[config.mk]
export PLATFORM = sky130hd
export DESIGN_NAME = avr_seq_ctrl
export DESIGN_NICKNAME = d
export VERILOG_FILES = /design/src/rtl/avr_seq_ctrl.sv
export SDC_FILE = /design/constraint.sdc
export NUM_CORES = 1
export LEC_CHECK = 0
export CAP_MARGIN = 30
export CORE_MARGIN = 2
export CORE_UTILIZATION = 44
export CTS_BUF_LIST = sky130_fd_sc_hd__clkbuf_8 sky130_fd_sc_hd__clkbuf_16
export CTS_CLUSTER_DIAMETER = 30
export CTS_CLUSTER_SIZE = 24
export DETAILED_ROUTE_END_ITERATION = 10
export HOLD_SLACK_MARGIN = 0.02
export MAX_ROUTING_LAYER = met4
export PLACE_DENSITY_LB_ADDON = 0.05
export SYNTH_ARGS = -nofsm -noshare
export SYNTH_HDL_FRONTEND = slang
export SYNTH_SLANG_ARGS = --single-unit
[constraint.sdc]
create_clock -name CLK -period 2.18 [get_ports CLK]
set_clock_uncertainty 0.2 [all_clocks]
set_input_delay 0.218 -clock CLK [delete_from_list [all_inputs] [get_ports CLK]]
set_output_delay 0.218 -clock CLK [all_outputs]
set_load 0.02 [all_outputs]
[src/rtl/avr_seq_ctrl.sv]
// avr_seq_ctrl: per-instruction control sequencer between avr_fetch and avr_cpu.
// Decodes the current word, steers the fetch PC (pc_src/jmp), squashes wrong-path
// words after taken flow changes, runs the second word of JMP and the LD/ST-via-X
// data-memory handshake, and gates register-file write-back.
// Optional build macro SEQ_STALL_CNT_EN adds a saturating stall_cnt output that
// counts cycles spent in FLUSH, JMP2 or MEMW.
module avr_seq_ctrl #(
  parameter int MEM_TIMEOUT = 255
) (
  input  logic        CLK,
  input  logic        RST_N,
  input  logic [15:0] instr_i,
  input  logic [7:0]  sreg_i,
  input  logic        dmem_ack,
  output logic [2:0]  pc_src,
  output logic [15:0] jmp,
  output logic [15:0] instr_o,
  output logic        wb_en,
  output logic        dmem_req,
  output logic        dmem_we,
`ifdef SEQ_STALL_CNT_EN
  output logic [15:0] stall_cnt,
`endif
  output logic        mem_err
);

  typedef enum logic [2:0] {
    RESET = 3'd0,
    RUN   = 3'd1,
    FLUSH = 3'd2,
    JMP2  = 3'd3,
    MEMW  = 3'd4
  } state_t;

  localparam logic [2:0] PC_RESET = 3'b000;
  localparam logic [2:0] PC_HOLD  = 3'b001;
  localparam logic [2:0] PC_INC   = 3'b010;
  localparam logic [2:0] PC_REL   = 3'b100;
  localparam logic [2:0] PC_ABS   = 3'b101;
  localparam logic [7:0] TIMEOUT  = 8'(MEM_TIMEOUT);

  state_t      state_q, state_d;
  logic [7:0]  wait_cnt;
  logic [15:0] mem_instr;

  logic is_rjmp, is_br, br_taken, is_jmp, is_ld, is_st, is_alu;

  // Instruction-class decode of the word currently presented by fetch
  always_comb begin
    is_rjmp  = (instr_i[15:12] == 4'b1100);
    is_br    = (instr_i[15:11] == 5'b11110);
    br_taken = instr_i[10] ? ~sreg_i[instr_i[2:0]] : sreg_i[instr_i[2:0]];
    is_jmp   = (instr_i[15:9] == 7'b1001010) && (instr_i[3:1] == 3'b110);
    is_ld    = (instr_i[15:9] == 7'b1001000) && (instr_i[3:0] == 4'b1100);
    is_st    = (instr_i[15:9] == 7'b1001001) && (instr_i[3:0] == 4'b1100);
    // Words that write a register: SBC/ADD, SUB/ADC, AND/EOR/OR/MOV, SBCI/SUBI/ORI/ANDI, LDI
    casez (instr_i[15:10])
      6'b00001?, 6'b00011?, 6'b0010??, 6'b01????, 6'b1110??: is_alu = 1'b1;
      default:                                             is_alu = 1'b0;
    endcase
  end

  // Next-state and output decode; everything defaults to plain sequential execution
  always_comb begin
    state_d  = state_q;
    pc_src   = PC_INC;
    jmp      = 16'h0000;
    instr_o  = instr_i;
    wb_en    = 1'b0;
    dmem_req = 1'b0;
    dmem_we  = 1'b0;
    mem_err  = 1'b0;
    case (state_q)
      RESET: begin
        pc_src  = PC_RESET;
        instr_o = 16'h0000;
        state_d = RUN;
      end
      RUN: begin
        wb_en = is_alu;
        if (is_rjmp) begin
          pc_src  = PC_REL;
          jmp     = {{4{instr_i[11]}}, instr_i[11:0]};
          state_d = FLUSH;
        end else if (is_br && br_taken) begin
          pc_src  = PC_REL;
          jmp     = {{9{instr_i[9]}}, instr_i[9:3]};
          state_d = FLUSH;
        end else if (is_jmp) begin
          instr_o = 16'h0000;
          state_d = JMP2;
        end else if (is_ld || is_st) begin
          pc_src   = PC_HOLD;
          dmem_req = 1'b1;
          dmem_we  = instr_i[9];
          state_d  = MEMW;
        end
      end
      FLUSH: begin
        instr_o = 16'h0000;
        state_d = RUN;
      end
      JMP2: begin
        pc_src  = PC_ABS;
        jmp     = instr_i;
        instr_o = 16'h0000;
        state_d = FLUSH;
      end
      MEMW: begin
        pc_src   = PC_HOLD;
        instr_o  = mem_instr;
        dmem_req = 1'b1;
        dmem_we  = mem_instr[9];
        if (dmem_ack) begin
          wb_en   = ~mem_instr[9];
          pc_src  = PC_INC;
          state_d = RUN;
        end else if (wait_cnt == TIMEOUT) begin
          mem_err  = 1'b1;
          dmem_req = 1'b0;
          dmem_we  = 1'b0;
          pc_src   = PC_INC;
          state_d  = RUN;
        end
      end
      default: begin
        pc_src  = PC_RESET;
        instr_o = 16'h0000;
        state_d = RESET;
      end
    endcase
  end

  // State register
  always_ff @(posedge CLK or negedge RST_N) begin
    if (!RST_N) state_q <= RESET;
    else        state_q <= state_d;
  end

  // Wait counter runs only while staying in MEMW; latch the memory word on entry
  always_ff @(posedge CLK or negedge RST_N) begin
    if (!RST_N) begin
      wait_cnt  <= 8'd0;
      mem_instr <= 16'h0000;
    end else begin
      if (state_q == MEMW && state_d == MEMW) wait_cnt <= wait_cnt + 8'd1;
      else                                    wait_cnt <= 8'd0;
      if (state_q == RUN && state_d == MEMW)  mem_instr <= instr_i;
    end
  end

`ifdef SEQ_STALL_CNT_EN
  // Saturating count of non-issuing cycles, cleared only by reset
  always_ff @(posedge CLK or negedge RST_N) begin
    if (!RST_N) stall_cnt <= 16'h0000;
    else if ((state_q == FLUSH || state_q == JMP2 || state_q == MEMW) && stall_cnt != 16'hFFFF)
      stall_cnt <= stall_cnt + 16'd1;
  end
`endif

endmodule
==> metrics.md <==
| Metric | Value |
|---|---|
| Die Height | 67.5 um |
| Core area | 3940 um2 |
| VDD IR max | 506 uV |
| Post-synthesis mux area share | 7.41% |
| Post-synthesis compound-gate area fraction | 21.8% |
| Post-Route Utilization | 75.7% |
| RSZ-0062 raised after global routing | yes |
| Total CTS buffers | 3 |
| Worst-path cell with the longest stage delay | dfrtp_2 |
| Critical path class | reg -> out |
| Post-Synth Adder-Cell Area | 0.706% |
| Hold Buf Count CTS | 0 |
| Post-synth EDFFs | 0 |
| Setup TNS | -86.4 ps |
| Dominant cells by area after synthesis | dfrtp_1 (38%), a22o_1 (8.9%), a32o_1 (4.5%) |
| FP Rows | 23 |
| Setup-failing EPs final | 3 |
| Register area | 677 um2 |
| CP arrival | 1830 ps |
| Largest family of logic cells by synthesized area | simple AND/OR/NAND/NOR gates |
| First-pass GRT wire length | 9.27 mm |
| Mapped Area | 1770 um2 |
| Ratio of cells with drive above 1 in the final layout | 50.2% |
| Placement Cell Area | 2820 um2 |
| # DRC | 0 |
| Post-Syn Area per Cell | 9.80 um2 |
| Largest net degree at the start of global routing | 28 |
| DRT Pass-1 Iters | 4 |
| Fmax | 444 MHz |
| Wire per inst | 17.5 um |
| Yosys top cell by area | dfrtp_1 |
| Hold WC Path Type | in -> async |
| Max-slew headroom | 77.0% |
| Initial Utilization | 45.0% |
| Asr flop ratio synth | 100% |
| Syn nets | 209 |
| Vias in the first global route | 1868 |
| Routability Congestion | 0.962 |
| Total grt overflow | 0 |
| Yosys warning count | 0 |
| Final Cell Area | 2980 um2 |
| Clock-pin slew on the worst setup and hold paths | 90 ps |
| Critical path peak fanout | 6 |
| Leakage power | 1.53 nW |
| Die width | 67.5 um |
| CTS HTree Levels | 1 |
| Worst Setup SP | state_q[2]$_DFF_PN0_ |
| Outcome | finished, violations left |
| CTS tree | done |
| Synth unique cells | 49 |
| Worst EP required | 1760 ps |
| CTS max path bufs | 2 |
| Area grow syn2layout | 68.2% |
| Area of the multi-input gates | 1170 um2 |
| Post-synthesis register bit count | 27 |
| Largest stage delay on the critical path | 460 ps |
| Fillers | 298 |
| ANT cells | 0 |
| Initial antenna violation count | 0 |
| Final Hold Viols | 0 |
| Max-Cap Viols | 0 |
| Simple-Gate Fraction of Synth Area | 24.1% |
| Buffers on Ports | 65 |
| Synth Area in XOR/XNOR | 3.88% |
| ANT nets after route | 0 |
| Crit end category | primary output |
| Crit-path cells | nor3b_4 -> nand2_2 -> nor2_4 -> a21oi_1 -> o22ai_1 -> buf_4 |
| Total power divided by cell area | 716 nW/um2 |
| Boundary Pins | 66 |
| Via density | 5.58 |
| Total global-route track usage | 28.5% |
| Period utilisation layout | 103% |
| Final wirelength | 6.23 mm |
| Area share of the largest cell type after synthesis | 38.1% |
| PnR worst setup slack | -70.6 ps |
| Clk sinks | 27 |
| Routed via count | 1982 |
| Final Net Count | 334 |
| Clk_lat worst skew | 270 ps |
| Dpl ws | -874 ps |
| Syn Inst Count | 181 |
| Root buf cell | clkbuf_8 |
| CP Launch Type | flop |
| Fin crit period | 2250 ps |
| 1st-iter DRT viols | 159 |
| Violated checks | setup timing |
| Synth Flop Type | dfrtp_1 |
| Worst slew pin tran | 344 ps |
| Reg-to-Reg Start | state_q[0]$_DFF_PN0_ |
| Final Max Slew Viols | 0 |
| Dpl hpwl | 4.40 mm |
| Tot Pwr | 2.14 mW |
| Sequential area share after synthesis | 38.1% |
| Die area | 4550 um2 |
[metal layers]
layer | up-vias | track usage (%) | wire, um
li1 | 922 | - | -
met1 | 962 | 39.5 | 2780
met2 | 88 | 43.5 | 2900
met3 | 10 | 5.17 | 474
met4 | 0 | 6.12 | 82
met5 | - | - | 0
[worst paths after layout]
path	end	cells past startpoint	slack, ps
hold / removal	wait_cnt[5]$_DFF_PN0_	2	100
max in group asynchronous	state_q[2]$_DFF_PN0_	2	1400
setup / recovery	jmp[10]	6	-70
setup reg to reg	mem_instr[8]$_DFFE_PN0P_	6	180
min in group CLK	mem_instr[9]$_DFFE_PN0P_	5	280
hold reg to reg	mem_instr[2]$_DFFE_PN0P_	1	280
[flip-flops by register name (all words and copies together) (netlist names)]
name and cells:
state_q 3, mem_instr 16, wait_cnt 8
[layout by cell type, fill, tap and decap left out, drive strengths merged, types with 6 or more instances in the layout]
| master | netlist | routed |
|---|---|---|
| a22o | 18 | 18 |
| a32o | 8 | 8 |
| buf | 4 | 94 |
| clkbuf | 4 | 12 |
| clkdlybuf4s50 | 0 | 8 |
| dfrtp | 27 | 27 |
| dlygate4sd2 | 0 | 10 |
| inv | 6 | 7 |
| mux2 | 6 | 6 |
| mux2i | 6 | 6 |
| nand2 | 10 | 10 |
| nand3 | 7 | 7 |
| nor2 | 21 | 21 |
| nor2b | 8 | 8 |
[per-stage QoR]
| stage | std cells | hold slack (ps) |
|---|---|---|
| after global routing | 355 | 127 |
| after floorplan | 181 | -278 |
| after detailed placement | 337 | 255 |
| after global placement | 337 | 254 |
| after CTS | 350 | 119 |
| final | 355 | 102 |
[logic make-up after synthesis]
logic type	Yosys count
AND/OR/NAND/NOR	73
AO/OA/AOI/OAI	47
flip-flops	27
buffers and inverters	14
multiplexers	12
XOR/XNOR	7
adder cells (fa/ha/maj)	1
[critical path: cells and delay by family, from the launching register on]
family	cells	cell delay (ps)
buf+inv	1	180
simple gates	3	600
flops	1	460
compound gates	2	320
[final cells by class]
| class | count | share of cell area (%) |
|---|---|---|
| clock inverters | 1 | 0.126 |
| multi-input cells | 141 | 39.4 |
| flip-flops and latches | 27 | 22.7 |
| well taps | 50 | 2.10 |
| clock buffers | 3 | 1.38 |
| repair buffers | 127 | 33.6 |
| inverters | 6 | 0.755 |
[synth_stat cells, types with 2 or more instances]
cell      number
nand2_1       10
nand3_1        6
or3_1          2
o21ai_0        5
xor2_1         2
buf_6          2
and3_1         4
dfrtp_1       27
mux2i_1        6
clkbuf_1       3
nor2_1        20
nor2b_1        7
a21oi_1        5
inv_1          6
a22o_1        18
nor3_1         2
a32o_1         8
a221o_1        4
and2_1         3
xnor2_1        4
mux2_2         5
or2_2          5
[power breakdown]
| group | switching [mW] | internal, mW | leakage, nW |
|---|---|---|---|
| Clock | 0.153 | 0.126 | 0.0269 |
| Sequential | 0.0228 | 0.522 | 0.366 |
| Combinational | 0.712 | 0.601 | 1.14 |
| Total | 0.888 | 1.25 | 1.53 |
[timing repair]
item | CTS | global route
pin swaps | 14 | 17
gates resized for setup | 182 | 60
buffers inserted | 8 | 6
gates cloned | 1 | 0
setup endpoints to repair | 39 | 39
hold endpoints to repair | 0 | 0
Note: power is estimated with default switching activity, not from simulation.
